[src/rtl/uart_host_arbiter.sv]
// rtl/uart_host_arbiter.sv - round-robin TX / polled RX sequencer, sole master of the UART register port
// Optional RX draining is built only when UART_ARB_RX_POLL_EN is defined.
module uart_host_arbiter #(
    parameter int          NUM_REQ   = 4,
    parameter int          ID_W      = 2,
    parameter logic [7:0]  CTRL_ADDR = 8'd1,
    parameter logic [7:0]  BUF_ADDR  = 8'd2
) (
    input  logic                 clk,
    input  logic                 rst,
    input  logic [NUM_REQ-1:0]   req_valid,
    input  logic [8*NUM_REQ-1:0] req_data,
    output logic [NUM_REQ-1:0]   req_ready,
    output logic [7:0]           rx_data,
    output logic                 rx_valid,
    input  logic                 rx_ready,
    output logic [7:0]           u_addr,
    output logic [7:0]           u_din,
    output logic                 u_w_en,
    output logic                 u_r_en,
    input  logic [7:0]           u_dout,
    output logic [ID_W-1:0]      grant_id,
    output logic                 busy
);

    typedef enum logic [2:0] {
        IDLE,
        POLL_RD,
        POLL_WAIT,
`ifdef UART_ARB_RX_POLL_EN
        TX_WR,
        RX_RD,
        RX_WAIT
`else
        TX_WR
`endif
    } state_t;

    state_t          state;
    logic [ID_W-1:0] ptr;
    logic [ID_W-1:0] winner;
    logic [ID_W-1:0] ptr_next;
    logic [7:0]      win_data;
    logic            found;
    logic            any_req;
    logic            wake;
    logic            unused_in;

    assign any_req  = |req_valid;
    assign ptr_next = (int'(winner) == NUM_REQ - 1) ? '0 : winner + 1'b1;

`ifdef UART_ARB_RX_POLL_EN
    assign wake      = any_req || !rx_valid;
    assign unused_in = ^u_dout[7:2];
`else
    assign wake      = any_req;
    assign rx_data   = 8'h00;
    assign rx_valid  = 1'b0;
    assign unused_in = ^{u_dout[7:2], u_dout[0], rx_ready};
`endif

    // First valid requester at or above ptr, wrapping at NUM_REQ-1.
    always_comb begin
        logic [ID_W:0]   s;
        logic [ID_W-1:0] j;
        found    = 1'b0;
        winner   = ptr;
        win_data = 8'h00;
        s        = '0;
        j        = '0;
        for (int i = 0; i < NUM_REQ; i++) begin
            s = {1'b0, ptr} + (ID_W+1)'(i);
            if (s >= (ID_W+1)'(NUM_REQ))
                s = s - (ID_W+1)'(NUM_REQ);
            j = s[ID_W-1:0];
            if (!found && req_valid[j]) begin
                found    = 1'b1;
                winner   = j;
                win_data = req_data[{j, 3'b000} +: 8];
            end
        end
    end

    always_ff @(posedge clk) begin
        if (rst) begin
            state     <= IDLE;
            ptr       <= '0;
            req_ready <= '0;
            u_addr    <= '0;
            u_din     <= '0;
            u_w_en    <= 1'b0;
            u_r_en    <= 1'b0;
            grant_id  <= '0;
            busy      <= 1'b0;
`ifdef UART_ARB_RX_POLL_EN
            rx_data   <= '0;
            rx_valid  <= 1'b0;
`endif
        end else begin
            // Strobes and address are single-cycle; each state re-asserts what it needs.
            req_ready <= '0;
            u_addr    <= '0;
            u_w_en    <= 1'b0;
            u_r_en    <= 1'b0;
`ifdef UART_ARB_RX_POLL_EN
            if (rx_valid && rx_ready)
                rx_valid <= 1'b0;
`endif
            case (state)
                IDLE: begin
                    if (wake) begin
                        state  <= POLL_RD;
                        u_addr <= CTRL_ADDR;
                        u_r_en <= 1'b1;
                        busy   <= 1'b1;
                    end
                end
                POLL_RD: state <= POLL_WAIT;
                POLL_WAIT: begin
`ifdef UART_ARB_RX_POLL_EN
                    if (u_dout[0] && !rx_valid) begin
                        state  <= RX_RD;
                        u_addr <= BUF_ADDR;
                        u_r_en <= 1'b1;
                    end else
`endif
                    if (u_dout[1] && any_req) begin
                        state     <= TX_WR;
                        u_addr    <= BUF_ADDR;
                        u_din     <= win_data;
                        u_w_en    <= 1'b1;
                        req_ready <= NUM_REQ'(1) << winner;
                        grant_id  <= winner;
                        ptr       <= ptr_next;
                    end else begin
                        state <= IDLE;
                        busy  <= 1'b0;
                    end
                end
                TX_WR: begin
                    state <= IDLE;
                    busy  <= 1'b0;
                end
`ifdef UART_ARB_RX_POLL_EN
                RX_RD: state <= RX_WAIT;
                RX_WAIT: begin
                    rx_data  <= u_dout;
                    rx_valid <= 1'b1;
                    state    <= IDLE;
                    busy     <= 1'b0;
                end
`endif
                default: begin
                    state <= IDLE;
                    busy  <= 1'b0;
                end
            endcase
        end
    end

endmodule
[config.mk]
export PLATFORM = sky130hd
export DESIGN_NAME = uart_host_arbiter
export DESIGN_NICKNAME = d
export VERILOG_FILES = /design/src/rtl/uart_host_arbiter.sv
export SDC_FILE = /design/constraint.sdc
export NUM_CORES = 1
export LEC_CHECK = 0
export ABC_CLOCK_PERIOD_IN_PS = 4700
export CORE_UTILIZATION = 51
export CTS_BUF_LIST = sky130_fd_sc_hd__clkbuf_8
export CTS_CLUSTER_DIAMETER = 30
export DETAILED_ROUTE_END_ITERATION = 6
export HOLD_SLACK_MARGIN = 0.05
export MAX_ROUTING_LAYER = met4
export PLACE_DENSITY_LB_ADDON = 0.25
export SYNTH_ARGS = -nofsm -noshare
export SYNTH_HDL_FRONTEND = slang
export SYNTH_SLANG_ARGS = --single-unit
[constraint.sdc]
create_clock -name clk -period 4.7 [get_ports clk]
set_input_delay 1.41 -clock clk [delete_from_list [all_inputs] [get_ports clk]]
set_output_delay 1.41 -clock clk [all_outputs]
set_load 0.005 [all_outputs]
==> summary.txt <==
Clocking
  • Root Buffer: clkbuf_8
  • Clk pin slew, worst setup/hold paths: 0.08 ns
  • Clock buffer depth: 2
  • Hold-fix buffers at CTS: 0
  • Post-CTS setup buffer count: 0
  • CTS Sinks: 23
  • H-tree depth: 1
  • Worst skew pair latency: 0.26 ns
  • CTS Buf Count: 3
  • TritonCTS clock tree: built
  • Post-CTS resize count: 0

Pwr
  • Peak VDD IR: roughly 160 uV
  • Pleak: 0.000908 uW
  • PwrDens: around 180 nW/um2

Setup path
  • Critical path peak fanout: 20
  • Worst-path cell chain: clkdlybuf4s50_1 -> or4_1 -> and4b_1 -> o21ai_0 -> a211oi_1 -> a211oi_2
  • Arrival time worst endpoint: about 3.9 ns
  • Crit path required time: 4.84 ns
  • Critical-path top delay cell: clkdlybuf4s50_1
  • CP Class: in2reg
  • Reg2reg end: u_din[3]
  • R2R setup slack: 1.87 ns
  • Critical path capture point type: flip-flop
  • CP max stage delay: 0.78 ns
  • CP startpoint kind: input port
  • Depth of the most critical reg-to-reg path: 5
  • Worst reg2reg path startpoint: ptr[1]

Job
  • Max_cap viols: 0

Timing
  • Setup tns final: 0 ns
  • Slew @ Worst Pin: 0.993 ns
  • # setup viols final: 0
  • Period minus WS final: 3.71 ns
  • Max Freq: 0.270 GHz
  • Hold Fails Final Rpt: 0
  • Slew headroom: 33.7%
  • RSZ-0062 raised after global routing: no
  • Clock skew: 0.00520 ns
  • Final slew viol count: 0
  • Final period utilization: 78.9%

GRT
  • Vias in the first global route: 2121
  • GR Overflow Total: 0
  • Initial antenna violation count: 0
  • Largest net degree at the start of global routing: 32
  • GRT Overall Usage: ~28%
  • Global-route wire length before repair: 10600 um

Finish
  • FF/Latch Area: 462 um2
  • Commonest cells after routing, fill and taps aside: 57 x clkdlybuf4s50_1, 24 x nor2_1, 24 x o211ai_1, 22 x dfxtp_1, 17 x mux2i_1
  • Commonest non-fill, non-tap cell in the layout: clkdlybuf4s50_1
  • Nets: 363
  • Fillers: 396
  • Design area: 2870 um2
  • Share of cells above drive strength 1: 10.8%
  • Multi-input gate area: 1670 um2
  • # diodes: 0
  • Area growth syn-to-layout: 22.1%

Floorplanning
  • Num ports: 81
  • Die X-Extent: between 60 and 70 um
  • Num rows: 24
  • Die area: 4880 um2
  • Die height: 69.9 um
  • Starting Density: 53.6%
  • CORE AREA: 4380 um2

Placed design
  • I/O Buffers: between 50 and 60
  • DP Area: between 2000 and 3000 um2
  • Post-DP HPWL: about 4500 um
  • GP Congestion: 0.867

Synthesis
  • Syn Inst Count: 276
  • FF+latch count, synth: 23
  • Avg Cell Area, Syn: 8.51 um2
  • Unique cell type count in the Yosys netlist: between 50 and 60
  • Synthesis Warnings: 0
  • Post-synthesis sequential area ratio: between 15 and 20%
  • Async set-reset flop share out of synthesis: 0%
  • Post-synth EDFFs: 0
  • Area leader, netlist: dfxtp_1
  • Top FF cell, synth: dfxtp_1
  • Top-area cell type share of the netlist area: 19.6%
  • Ranking of synthesized cells by area: dfxtp_1 20%, mux4_2 8.6%, o211ai_1 7.7%
  • Netlist Area Pre-Place: 2350 um2

Route
  • DRT iter0 DRCs: between 300 and 400
  • Post-route ant nets: 0
  • Drt via density: 6.59
  • Vias: 2418
  • # DRC: 0
  • Wire length per cell: 18.0 um
  • Drt pass-1 iters: 5
  • Detailed Route WL: 6600 um

Run status
  • Status: finished clean

Hold path
  • Hold EP: grant_id[1]
  • HP Class: reg2reg
  • Hold path startpoint: grant_id[1]
  • WHS Path Cells: 2
[synthesized netlist by cell type (4+ instances only)]
library cell and number:
and4_1 7, o211ai_1 24, a22oi_1 7, mux2i_1 17
nand2_1 12, o21ai_0 16, mux4_2 9, nand2b_1 4
a211oi_2 7, buf_2 11, dfxtp_1 23, clkbuf_1 8
a41o_1 7, a21oi_1 16, nor2_1 24, buf_4 21
a211oi_1 10
[worst max-delay path: cells and delay by family]
kind	cells	cell delay, ns
AND/OR/NAND/NOR	2	1.01
buffers and inverters	1	0.78
AO/OA/AOI/OAI	3	0.64
[final cells by class]
cell class	count	area share, %
clock buffer	3	1.44
clock inverter	1	0.174
inverter	4	0.523
multi-input combinational	222	58.3
sequential	23	16.1
tap	52	2.27
timing repair buffer	62	21.2
[power by group]
group / internal (uW) / switching [uW]
clock: 59.1 / 61.8
combinational: 92.1 / 84.5
sequential: 204 / 11.1
total: 356 / 157
[metrics by stage]
stage	hold WS, ns	instances	worst slack (ns)	total power [uW]	utilization (%)
finish	0.473	367	0.992	513	65.4
global route	0.496	367	0.803	542	65.4
CTS	0.471	367	1.06	516	65.4
detailed placement	0.458	363	0.747	394	64.4
global placement	0.448	363	0.781	392	64.4
floorplan	0.453	290	1.90	327	-
[flip-flops by register name (all words and copies together) (netlist names), named ones only]
register   flops
ptr            1
u_r_en         1
req_ready      4
u_din          8
busy           1
state          2
u_w_en         1
u_addr         2
grant_id       2
[worst max-delay path by stage]
stage	startpoint	to	slack, ns	depth (start not counted)
detailed placement	req_valid[0]	u_din[3]	0.75	6
global placement	req_valid[0]	u_din[6]	0.78	6
finish	req_valid[0]	u_din[6]	0.99	6
CTS	req_valid[0]	u_din[3]	1.06	6
global route	req_valid[0]	u_din[1]	0.80	6
floorplan	req_valid[3]	u_din[5]	1.90	6
[per-layer routing]
| layer | GRT usage [%] | vias to the layer above | part of all wire, % |
|---|---|---|---|
| li1 | - | 1129 | - |
| met1 | 38.4 | 1134 | 40 |
| met2 | 41.5 | 143 | 47 |
| met3 | 4.47 | 12 | 10 |
| met4 | 7.56 | 0 | 2.2 |
| met5 | - | - | 0 |
[kinds of logic (layout without fill, tap and decap cells)]
kind of cell	after synthesis	in the layout	synth area share (%)
buf+inv	45	70	11.4
flops	23	23	19.6
simple gates	75	75	20.0
other cells	1	15	0.160
mux	26	26	15.9
compound gates	106	106	32.9
Power figures use the tool's default switching activity.
==> RTL edit: new RTL, same flow settings <==
Reset style: asynchronous (`rst`), changed in one clocked block.
--- a/src/rtl/uart_host_arbiter.sv
+++ b/src/rtl/uart_host_arbiter.sv
@@ -81,7 +81,7 @@
         end
     end
 
-    always_ff @(posedge clk) begin
+    always_ff @(posedge clk or posedge rst) begin
         if (rst) begin
             state     <= IDLE;
             ptr       <= '0;
Formal check against the unedited RTL: differs if rst is asserted again (counterexample within 4 cycles, from zero or initial values and one cycle with rst high); with rst held inactive, the same outputs for 10 cycles.
==> RTL edit against the original RTL <==
  * Synthesized area fell by 4.9%
  * Worst setup slack better by 0.027 ns
  * Design area fell by 3.4%
  * Cell count down 11%
  * Sequential cell count shrank 1
  * Wire length down 28%
  * Synthesized cell count is 16% lower
  * Critical path type unchanged
  * Largest cell class unchanged
Power is not compared: it rests on default switching activity, and its combinational part moved more than twofold at a synthesized area within 25%.
==> RTL edit: results (changes against the original RTL) <==
Synthesis
  – Post-synth ARST share: 100% (+100 points)
  – Seq/Total Area, Yosys: 24.6% (+5.0 points)
  – Post-synthesis compound-gate area fraction: 14.9% (-18 points)
  – Synth top cells by count: nand2_1 (33), mux2i_1 (24), dfrtp_1 (22)
  – Top FF cell, synth: dfrtp_1
  – Post-Synth XOR/XNOR Area: 1.12% (+1.1 points)
  – Synth top area cells: dfrtp_1 (25%), mux4_2 (15%), mux2i_1 (11%), buf_4 (5.7%), nand2_1 (5.5%)
  – Synth Area in Adders: 2.24% (+2.2 points)

Worst setup path
  – CP max FO: 14 (-30%)
  – CP Data Arrival Time: 3.82 ns (-0.03 ns)
  – RR Endpoint: ptr[1]$_DFFE_PP0P_
  – Reg2reg path depth: 6 (+1)

Worst hold path
  – Hold Startpoint: u_din[5]$_DFFE_PP0P_
  – Worst Hold Endpoint: u_din[5]$_DFFE_PP0P_

Layout
  – Final nets: 330 (-9.1%)

Place
  – Place WS: 0.744 ns (-0.00327 ns)
  – Post-place instance area: 2730 sq um (-3.4%)
  – Gpl congestion: 0.847 (-2.2%)
  – Post-DP HPWL: 3570 microns (-21%)

STA
  – Final Skew: 0.00375 ns (-0.00145 ns)
  – Slew at the pin closest to its max-slew limit: 0.809 ns (-0.184 ns)
  – Post-Route Hold Slack: 0.480 ns (+0.00683 ns)

Route
  – Pre-Repair DR Iteration Count: 4 (-1)
  – WL per Instance: 14.4 microns (-20%)
  – Via density: 5.88 (-11%)

GRT
  – First-pass GRT wire length: 7580 microns (-28%)

Outcome
  – Status: complete, no violations
[RTL edit: area by class of cell]
cell class / instances / area [sq um] / share of cell area [%]
multi-input combinational: 178 / 1460 / 52.8
timing repair buffer: 61 / 601 / 21.7
inverter: 13 / 48.8 / 1.76
clock inverter: 1 / 3.75 / 0.135
clock buffer: 3 / 41.3 / 1.49
sequential: 22 / 552 / 19.9
tap: 50 / 62.6 / 2.26
[RTL edit: worst max path at each step]
stage,from,endpoint,slack (ns),depth (start not counted)
after floorplan,req_valid[3],ptr[1]$_DFFE_PP0P_,1.48,7
after global placement,req_valid[0],ptr[1]$_DFFE_PP0P_,0.80,7
after detailed placement,req_valid[0],ptr[1]$_DFFE_PP0P_,0.74,7
after CTS,req_valid[0],ptr[1]$_DFFE_PP0P_,1.03,7
after global routing,req_valid[0],ptr[1]$_DFFE_PP0P_,0.91,7
final,req_valid[0],ptr[1]$_DFFE_PP0P_,1.02,7
[RTL edit: metal layers]
layer  up-vias  part of all wire, %  track usage [%]
met5         -                    0                -
met4         0                 0.30             3.13
li1        932                    -                -
met3         2                  5.8             1.50
met1       903                   46             31.8
met2        91                   48             33.8
[RTL edit: per-stage QoR]
stage	utilization [%]	total power, mW	std cells
CTS	67.4	1.40	328
global placement	66.3	1.26	324
finish	67.4	1.39	328
floorplan	-	1.04	246
detailed placement	66.3	1.28	324
global route	67.4	1.53	328
[RTL edit: kinds of logic after synthesis]
group,count (synthesis)
AOI/OAI and AO/OA,45
and+or+nand+nor,70
muxes,42
other,1
DFF,22
adders and majority gates,4
buffers and inverters,46
xor gates and xnor gates,2
[RTL edit: critical path, stage by stage]
cell and delay (ns):
clkdlybuf4s50_1 0.72, or3b_1 0.40, a2111o_1 0.48, nand3_2 0.13, xnor2_2 0.14, ha_1 0.28
mux2_2 0.26
